### config.mk
export PLATFORM = sky130hd
export DESIGN_NAME = muladd32_seq
export DESIGN_NICKNAME = d
export VERILOG_FILES = /design/src/rtl/muladd32_seq.sv
export SDC_FILE = /design/constraint.sdc
export NUM_CORES = 1
export LEC_CHECK = 0
export ABC_AREA = 1
export BUFFER_PORTS_ARGS = -buffer_cell sky130_fd_sc_hd__buf_2
export CORE_ASPECT_RATIO = 2
export CORE_MARGIN = 5
export CORE_UTILIZATION = 50
export CTS_CLUSTER_DIAMETER = 80
export DETAILED_ROUTE_END_ITERATION = 16
export GPL_TIMING_DRIVEN = 1
export PLACE_DENSITY = 0.82
export SLEW_MARGIN = 0
export SYNTH_ARGS = -nofsm -noshare
export SYNTH_HDL_FRONTEND = slang
export SYNTH_SLANG_ARGS = --single-unit
### constraint.sdc
create_clock -name clk -period 2.28 [get_ports clk]
set_input_delay 0 -clock clk [delete_from_list [all_inputs] [get_ports clk]]
set_output_delay 0 -clock clk [all_outputs]
set_load 0.01 [all_outputs]
### src/rtl/muladd32_seq.sv
// ============================================================================
// Module : muladd32_seq
// Brief  : Sequential unsigned multiply-add p = q*d + r, K multiplier bits/cycle
// Rev    : 1.0  initial release
// ============================================================================
`default_nettype none

module muladd32_seq #(
  parameter int WIDTH = 32,
  parameter int K     = 1
) (
  input  logic                 clk,
  input  logic                 rst_n,
  input  logic                 in_valid,
  output logic                 in_ready,
  input  logic [WIDTH-1:0]     q,
  input  logic [WIDTH-1:0]     d,
  input  logic [WIDTH-1:0]     r,
  output logic                 out_valid,
  input  logic                 out_ready,
  output logic [2*WIDTH-1:0]   p
);

  localparam int STEPS = WIDTH / K;
  localparam int CW    = $clog2(STEPS + 1);

  typedef enum logic [1:0] {
    IDLE = 2'd0,
    RUN  = 2'd1,
    DONE = 2'd2
  } state_t;

  state_t               r_state;
  state_t               w_state_nxt;
  logic [WIDTH-1:0]     r_q;
  logic [WIDTH-1:0]     r_d;
  logic [WIDTH-1:0]     r_r;
  logic [2*WIDTH-1:0]   r_acc;
  logic [2*WIDTH-1:0]   r_p;
  logic [CW-1:0]        r_cnt;

  logic [WIDTH+K-1:0]   w_prod;
  logic [WIDTH+K-1:0]   w_sum;
  logic [2*WIDTH-1:0]   w_acc_nxt;
  logic [2*WIDTH-1:0]   w_result;
  logic                 w_accept;
  logic                 w_step;
  logic                 w_fix;

  assign w_accept = (r_state == IDLE) && in_valid;
  assign w_step   = (r_state == RUN) && (r_cnt != '0);
  assign w_fix    = (r_state == RUN) && (r_cnt == '0);

  // Upper half plus d*chunk needs WIDTH+K bits; the whole sum shifts down into {hi, lo}.
  assign w_prod    = {{K{1'b0}}, r_d} * {{WIDTH{1'b0}}, r_q[K-1:0]};
  assign w_sum     = {{K{1'b0}}, r_acc[2*WIDTH-1:WIDTH]} + w_prod;
  assign w_acc_nxt = {w_sum, r_acc[WIDTH-1:K]};
  assign w_result  = r_acc + {{WIDTH{1'b0}}, r_r};

  always_ff @(posedge clk) begin
    if (!rst_n) r_state <= IDLE;
    else        r_state <= w_state_nxt;
  end

  always_comb begin
    w_state_nxt = r_state;
    case (r_state)
      IDLE:    if (in_valid)     w_state_nxt = RUN;
      RUN:     if (r_cnt == '0)  w_state_nxt = DONE;
      DONE:    if (out_ready)    w_state_nxt = IDLE;
      default:                   w_state_nxt = IDLE;
    endcase
  end

  always_ff @(posedge clk) begin
    if (!rst_n) begin
      r_q   <= '0;
      r_d   <= '0;
      r_r   <= '0;
      r_acc <= '0;
      r_p   <= '0;
      r_cnt <= '0;
    end else begin
      if (w_accept) begin
        r_q   <= q;
        r_d   <= d;
        r_r   <= r;
        r_acc <= '0;
        r_cnt <= CW'(STEPS);
      end
      if (w_step) begin
        r_acc <= w_acc_nxt;
        r_q   <= r_q >> K;
        r_cnt <= r_cnt - CW'(1);
      end
      if (w_fix) begin
        r_p <= w_result;
      end
    end
  end

  assign in_ready  = (r_state == IDLE);
  assign out_valid = (r_state == DONE);
  assign p         = r_p;

endmodule

`default_nettype wire

==> results of run 1 <==
final timing paths:
| path | cells past startpoint | start | endpoint | slack (ns) |
|---|---|---|---|---|
| hold / removal | 6 | in_valid | r_cnt[3]$_SDFFE_PN0P_ | 0.06 |
| setup / recovery | 13 | r_r[29]$_SDFFE_PN0P_ | p[46]$_SDFFE_PN0P_ | 0.09 |
| hold reg to reg | 2 | r_acc[0]$_SDFFE_PN0P_ | r_acc[0]$_SDFFE_PN0P_ | 0.48 |
| setup reg to reg | 13 | r_r[29]$_SDFFE_PN0P_ | p[46]$_SDFFE_PN0P_ | 0.09 |
synth_stat cells (all sizes together):
cell    instances  area (sq um)
o22ai           2          12.5
a21boi          1          7.51
fa              2          40.0
inv           339          1270
a31o            1          8.76
xor2           23           201
nor2          402          1560
o31ai           1          7.51
a31oi          32           200
nand3b         10          75.1
and2            3          18.8
nand4          25           156
o21bai         10          75.1
nor2b           1          6.26
o211ai          2          15.0
dfxtp         232          4640
nor4            1          6.26
a211oi          1          7.51
and3            2          12.5
nand2         736          2790
o21a            1          7.51
a21oi         151           756
nand3         123           621
clkinv          1          3.75
clkbuf         42           158
buf            38           268
nor3           31           175
ha             66           826
o21ai         153           773
xnor2           6          52.6
worst reg2reg max path: stages (launching register included):
cell     delay [ns]
dfxtp_1        0.32
ha_1           0.35
a21oi_1        0.25
inv_1          0.07
nor2_1         0.19
nand2_1        0.17
a21oi_2        0.15
nand2_2        0.12
nand2_1        0.10
nand2_1        0.05
nand2_1        0.07
nand3_2        0.11
nand2_1        0.09
inv_1          0.03
metrics by stage:
step	hold slack, ns	total power, W	utilization
after floorplan	0.167	0.00670	-
after global placement	0.249	0.00760	0.573
after detailed placement	0.255	0.00765	0.573
after CTS	0.0223	0.0116	0.632
after global routing	0.0911	0.0123	0.656
final	0.0638	0.0117	0.656
flip-flops by register name (all words and copies together) (netlist names):
name,count
r_acc,64
r_r,32
r_state,2
r_q,32
p,64
r_d,32
r_cnt,6
logic make-up after synthesis:
group	Yosys count	share of synthesized area
fa+ha+maj	68	0.0587
buf+inv	420	0.115
xor+xnor	29	0.0172
simple gates	1334	0.367
compound gates	355	0.127
flops	232	0.315
power groups by stage:
stage / clock network, W / registers (W) / logic (W)
6_report: 0.00384 / 0.00486 / 0.00302
5_1_grt: 0.00404 / 0.00491 / 0.00333
4_1_cts: 0.00388 / 0.00484 / 0.00289
3_5_place_dp: 0 / 0.00492 / 0.00273
3_3_place_gp: 0 / 0.00491 / 0.00269
2_1_floorplan: 0 / 0.00495 / 0.00175
per-layer routing:
layer | global-route usage | part of all wire | up-vias
li1 | - | - | 8355
met1 | 0.378 | 0.40 | 7684
met2 | 0.541 | 0.49 | 695
met3 | 0.0374 | 0.069 | 121
met4 | 0.102 | 0.040 | 0
met5 | 0 | 0 | -
cell type report:
| type | count | area [sq um] | share of cell area |
|---|---|---|---|
| inverter | 340 | 1280 | 0.0667 |
| antenna | 1 | 2.50 | 0.000130 |
| timing repair buffer | 409 | 3040 | 0.158 |
| sequential | 232 | 4650 | 0.242 |
| tap | 364 | 455 | 0.0237 |
| clock buffer | 32 | 659 | 0.0343 |
| multi-input combinational | 1786 | 9050 | 0.471 |
| clock inverter | 8 | 72.6 | 0.00378 |
timing repair:
item / in CTS / in global routing
setup buffers: 0 / 4
endpoints found under the setup margin: 1 / 63
pin swaps: 0 / 13
cloned: 0 / 1
endpoints found under the hold margin: 102 / 0
gates resized for setup: 1 / 151
hold buffers: 99 / 0
==> summary.txt, run 1 <==
TNS Setup -> 0 ns
Transition at the pin with the smallest max-transition slack -> 0.491 ns
Number of max-slew violations in the final report -> 0
Synthesized area per cell -> 6.05 sq um
Type of origin of the critical path -> register
Critical path endpoint category -> register
Slowest stage cell on the critical path -> ha_1
Path type of the worst min-delay path -> primary input to register
# setup viols final -> 0
Count of buffers from port buffering -> 165
Net count of the finished layout -> 2960
Total Routed Length -> 53800 um
Die span in y -> 253 um
Flop pwr share -> 0.415
Peak supply drop -> 614 uV
Syn_nets -> 2606
Synthesized netlist cell count -> 2438
Cell at the root of the clock tree -> clkbuf_16
Number of levels in the clock H-tree -> 1
Count of fill cells added during filler insertion -> 2537
CP Max Fanout -> 4
Die Width -> 131 um
Achievable frequency -> 456 MHz
TritonCTS buffer count -> 23
Ys Warns -> 0
Unrepaired setup endpoints after global routing -> yes
Shortest clock period the worst path allows after layout -> 2.19 ns
Final clock period utilization by the worst path -> 0.962
Required time worst endpoint -> 2.72 ns
Flops & latches, synth -> 232
Most used cells in the layout excluding fill and tap cells -> nand2_1 (702), nor2_1 (363), inv_1 (327), dfxtp_1 (229), buf_2 (165)
Largest net degree at the start of global routing -> 81
Overall via count from detail_route -> 16.9k
Number of placement rows -> 89
Number of DRC markers after the initial detailed-route iteration -> 1291
Wirelength per Cell -> 17.0 um
Clock network fraction of total power -> 0.328
TritonCTS clock tree -> yes
Bufs and invs on worst path -> 2
Area of the die -> 33300 sq um
Overall routing resource usage -> 0.304
CP arrival -> 2.63 ns
Routability cong. -> 0.987
Post-CTS clock slew at the launch and capture registers of the worst setup and hold paths -> 0.06 ns
Sequential element share of the synthesized area -> 0.315
Delay of the slowest cell on the worst path -> 0.35 ns
# clock sinks -> 232
Final Instance Area -> 19200 sq um
Top cell family by delay on the critical path -> simple AND/OR/NAND/NOR gates
IO Pins -> 166
Power share of the combinational group -> 0.257
Antenna violations before repair -> 1
Floorplan core area -> 29300 sq um
Initial core utilization -> 0.504
Max-cap violations -> 0
Design internal power -> 0.00782 W
Vias/cell -> 5.31
Maximum count of clock buffers along a single path -> 3
Placed standard-cell area -> 16800 sq um
Detail Placement HPWL -> 38200 um
Grt total ovfl -> 0
Most frequent standard cell in the layout excluding fill and tap cells -> nand2_1
DRT Pass-1 Iters -> 5
DRC viols -> 0
Cell Area, Synth -> 14800 sq um
Wire length of the first global-routing pass -> 83000 um
Area growth, synth to finish -> 30.2%
Worst rel slew slack -> 0.670
Clk Latency, worst-skew pair -> 0.55 ns
Switching share of total power -> 0.333
Final Non-Filler Cells -> 3172
Final hold violation count -> 0
Share of layout cells above drive strength 1 -> 0.184
Number of global-route vias before repair -> 15.6k
Count of unique library cells instantiated by Yosys -> 44
Run status -> finished, final reports clean
Remaining antenna violation count after routing -> 0
DP Worst Slack -> 0.00570 ns
Worst Setup Path Type -> register to register
Switching power of the nets -> 0.00390 W
Least setup slack across all paths after layout -> 0.0872 ns
Max Clock Skew -> 0.0169 ns
Power per standard cell area -> 611 nW/um^2
Most frequent cell on the critical path -> nand2_1
Lkg Pwr -> 9.44 nW
Placed Cells incl. Taps -> 3027
CP Cell Sequence -> ha_1 -> a21oi_1 -> inv_1 -> nor2_1 -> nand2_1 -> a21oi_2 -> nand2_2 -> nand2_1 -> nand2_1 -> nand2_1 -> nand3_2 -> nand2_1 -> inv_1
(Power assumes the default switching activity.)
==> run 2: changes to the inputs <==
--- a/config.mk
+++ b/config.mk
@@ -5,7 +5,6 @@
 export SDC_FILE = /design/constraint.sdc
 export NUM_CORES = 1
 export LEC_CHECK = 0
-export ABC_AREA = 1
 export BUFFER_PORTS_ARGS = -buffer_cell sky130_fd_sc_hd__buf_2
 export CORE_ASPECT_RATIO = 2
 export CORE_MARGIN = 5
@@ -13,7 +12,7 @@
 export CTS_CLUSTER_DIAMETER = 80
 export DETAILED_ROUTE_END_ITERATION = 16
 export GPL_TIMING_DRIVEN = 1
-export PLACE_DENSITY = 0.82
+export PLACE_DENSITY = 0.77
 export SLEW_MARGIN = 0
 export SYNTH_ARGS = -nofsm -noshare
 export SYNTH_HDL_FRONTEND = slang
==> run 2 against run 1 <==
The run now ends with setup timing left. Clock power decreased by 6.3%. Critical path depth decreased by 5. Sequential share of layout area decreased by 0.15 points. Setup slack got worse by 0.55 ns. Combinational power decreased by 9.6%. Largest cell class unchanged. Largest power group unchanged.
==> summary.txt, run 2 <==
Run status -> finished with violations
DP Worst Slack -> -0.461 ns (-0.467 ns)
Vias/cell -> 6.04 (+14%)
Largest net degree at the start of global routing -> 114 (+41%)
Initial core utilization -> 0.503 (-0.000699)
Max-cap violations -> 0 (unchanged)
CP Cell Sequence -> ha_4 -> and4_2 -> a21oi_1 -> or3_2 -> o41a_1 -> a211o_1 -> or4_1 -> a31oi_1
Peak supply drop -> 720 uV (+17%)
Type of origin of the critical path -> register
Number of max-slew violations in the final report -> 0 (unchanged)
Sequential Area -> 4670 sq um (+0.38%)
Synth top cells by count -> nand2_1 (314), a21oi_1 (273), dfxtp_1 (232), o21ai_0 (88), nand3_1 (82)
Clk Latency, worst-skew pair -> 0.54 ns (about the same)
TritonCTS buffer count -> 22 (-4.3%)
Area share of the leading cell type in the synthesized netlist -> 0.372 (+0.0570)
Path type of the worst min-delay path -> primary input to register
Lkg Pwr -> 7.93 nW (-16%)
Overall routing resource usage -> 0.297 (-0.00655)
Worst Hold Path Cells -> 4 (-2)
# clock sinks -> 232 (unchanged)
Number of levels in the clock H-tree -> 1 (unchanged)
Total design power -> 0.0110 W (-6.1%)
Die Width -> 122 um (-7.4%)
Antenna violations before repair -> 0 (-1)
Worst rel slew slack -> 0.576 (-0.0944)
Detail Placement HPWL -> 27000 um (-29%)
TritonCTS clock tree -> yes
Achievable frequency -> 364 MHz (-20%)
Grt total ovfl -> 0 (unchanged)
IO Pins -> 166 (unchanged)
Die span in y -> 234 um (-7.7%)
Antenna fix cells -> 0 (-1)
Routability cong. -> 0.917 (-7.2%)
Syn_nets -> 1787 (-31%)
Floorplan core area -> 24800 sq um (-15%)
Startpoint of the tightest hold check path -> d[19]
FF-to-FF path depth -> 8 (-5)
Area of the die -> 28400 sq um (-14%)
Synthesized netlist cell count -> 1619 (-34%)
Number of DRC markers after the initial detailed-route iteration -> 1290 (-0.077%)
Top cell family by delay on the critical path -> simple AND/OR/NAND/NOR gates
Async set-or-reset flop fraction in the synthesized netlist -> 0 (unchanged)
Unrepaired setup endpoints after global routing -> yes
Post-CTS clock slew at the launch and capture registers of the worst setup and hold paths -> 0.07 ns (about the same)
Sequential element share of the synthesized area -> 0.372 (+0.0570)
Number of global-route vias before repair -> 14.4k (-8.1%)
Count of unique library cells instantiated by Yosys -> 69 (+57%)
Most frequent standard cell in the layout excluding fill and tap cells -> nand2_1
Net count of the finished layout -> 2288 (-23%)
Required time worst endpoint -> 2.74 ns (+0.02 ns)
Primary FF master, synth -> dfxtp_1
# setup viols final -> 74 (+74)
Delay of the slowest cell on the worst path -> 0.49 ns (+0.14 ns)
Final clock period utilization by the worst path -> 1.21 (+0.243)
Cell type with the largest total area after synthesis -> dfxtp_1
CP Max Fanout -> 5 (+1)
Area used by multi-input combinational logic -> 9110 sq um (+0.68%)
Count of fill cells added during filler insertion -> 1510 (-40%)
Most used cells in the layout excluding fill and tap cells -> nand2_1 (302), buf_4 (263), a21oi_1 (224), dfxtp_1 (217), buf_2 (165)
Largest cells by area after synthesis -> dfxtp_1 (37%), a21oi_1 (11%), nand2_1 (9.4%), ha_1 (6.6%), o21ai_0 (3.5%)
Power per standard cell area -> 568 nW/um^2 (-7.0%)
Cell at the root of the clock tree -> clkbuf_16
DRT Pass-1 Iters -> 6 (+1)
Count of buffers from port buffering -> 165 (unchanged)
Worst hold margin -> 0.254 ns (+0.190 ns)
Wirelength per Cell -> 19.6 um (+16%)
Remaining antenna violation count after routing -> 0 (unchanged)
Violated checks -> setup timing
Launching point of the worst reg2reg path -> r_acc[18]$_SDFFE_PN0P_
Bufs and invs on worst path -> 0 (-2)
Transition at the pin with the smallest max-transition slack -> 0.636 ns (+0.145 ns)
Slowest stage cell on the critical path -> or3_2
EDFF count, synth -> 0 (unchanged)
Wire length of the first global-routing pass -> 69900 um (-16%)
Maximum count of clock buffers along a single path -> 3 (unchanged)
Ys Warns -> 0 (unchanged)
Max Clock Skew -> 0.0130 ns (-0.00386 ns)
Share of layout cells above drive strength 1 -> 0.363 (+0.179)
Critical path endpoint category -> register
Final hold violation count -> 0 (unchanged)
Reg-to-reg slack, setup -> -0.47 ns (-0.55 ns)
Most frequent cell after synthesis -> nand2_1
DRC viols -> 0 (unchanged)
Worst Hold End -> r_d[19]$_SDFFE_PN0P_
Number of placement rows -> 82 (-7.9%)
Shortest clock period the worst path allows after layout -> 2.75 ns (+0.555 ns)
Least setup slack across all paths after layout -> -0.468 ns (-0.555 ns)
Area growth, synth to finish -> 55.3%
Flops & latches, synth -> 232 (unchanged)
Endpoint of the lowest-slack register-to-register path -> p[55]$_SDFFE_PN0P_
Worst Setup Path Type -> register to register
Synthesized area per cell -> 7.72 sq um (+27%)
CP arrival -> 3.21 ns (+0.58 ns)
Overall via count from detail_route -> 14.9k (-12%)
Total Routed Length -> 48300 um (-10%)
Cell Area, Synth -> 12500 sq um (-15%)
[run 2: changes by cell type after synthesis, moves of 39 or more]
cell / delta
xnor2_1: +39
a21oi_1: +122
inv_1: -309
clkbuf_1: +39
nor2_1: -335
nand3_1: -40
nand2_1: -415
[run 2: metal layers]
layer  wire (um)  vias up  global-route usage
met5           0        -                   0
met4        3060        0               0.154
met3        3260      261              0.0385
met2       24200      790               0.528
met1       17800     7088               0.343
li1            -     6756                   -
[run 2: worst min-delay path: stages]
cell           delay [ns]
dlygate4sd3_1        0.52
buf_2                0.09
nand2_1              0.04
a21oi_1              0.10
[run 2: logic make-up after synthesis]
kind of cell	after synthesis	share of synthesized area
AOI/OAI and AO/OA	532	0.251
xor gates and xnor gates	73	0.0512
adders and majority gates	68	0.0693
buffers and inverters	122	0.0400
DFF	232	0.372
muxes	3	0.00240
and+or+nand+nor	589	0.215
[run 2: cell type report]
| cell class | count | area share |
|---|---|---|
| clock inverters | 6 | 0.00200 |
| repair buffers | 577 | 0.229 |
| inverters | 22 | 0.00439 |
| clock buffers | 29 | 0.0329 |
| well taps | 336 | 0.0217 |
| flip-flops and latches | 232 | 0.241 |
| multi-input cells | 1265 | 0.470 |
[run 2: through the flow]
step | utilization | TNS [ns] | instance area (sq um) | std cells
2_1_floorplan | - | -3.35 | 13100 | 1619
3_3_place_gp | 0.644 | -16.22 | 16000 | 2288
3_5_place_dp | 0.644 | -19.56 | 16000 | 2288
4_1_cts | 0.754 | -13.15 | 18700 | 2455
5_1_grt | 0.781 | -24.14 | 19400 | 2467
6_report | 0.781 | -17.40 | 19400 | 2467
[run 2: report_power, final]
part | leakage (nW) | internal [W] | switching [W] | total (W)
Sequential | 1.90 | 0.00443 | 0.000252 | 0.00468
Combinational | 5.70 | 0.00107 | 0.00167 | 0.00273
Clock | 0.331 | 0.00196 | 0.00164 | 0.00360
Total | 7.93 | 0.00745 | 0.00356 | 0.0110
[run 2: repair_timing]
| item | CTS | global route |
|---|---|---|
| pin swaps | 109 | 136 |
| gates resized for setup | 180 | 123 |
| hold buffers | 99 | 0 |
| gates cloned | 1 | 0 |
| setup endpoints to repair | 72 | 81 |
| hold endpoints to repair | 102 | 0 |
| buffers inserted | 35 | 21 |
[run 2: worst max-delay path by stage]
stage                         end              startpoint  slack, ns  cells after the start
2_1_floorplan  p[55]$_SDFFE_PN0P_   r_acc[4]$_SDFFE_PN0P_      -0.33                      9
3_3_place_gp   p[63]$_SDFFE_PN0P_     r_r[3]$_SDFFE_PN0P_      -0.42                      9
3_5_place_dp   p[63]$_SDFFE_PN0P_     r_r[3]$_SDFFE_PN0P_      -0.46                      9
4_1_cts        p[28]$_SDFFE_PN0P_     r_r[0]$_SDFFE_PN0P_      -0.41                     10
5_1_grt        p[60]$_SDFFE_PN0P_  r_acc[18]$_SDFFE_PN0P_      -0.57                     12
6_report       p[55]$_SDFFE_PN0P_  r_acc[18]$_SDFFE_PN0P_      -0.47                      8
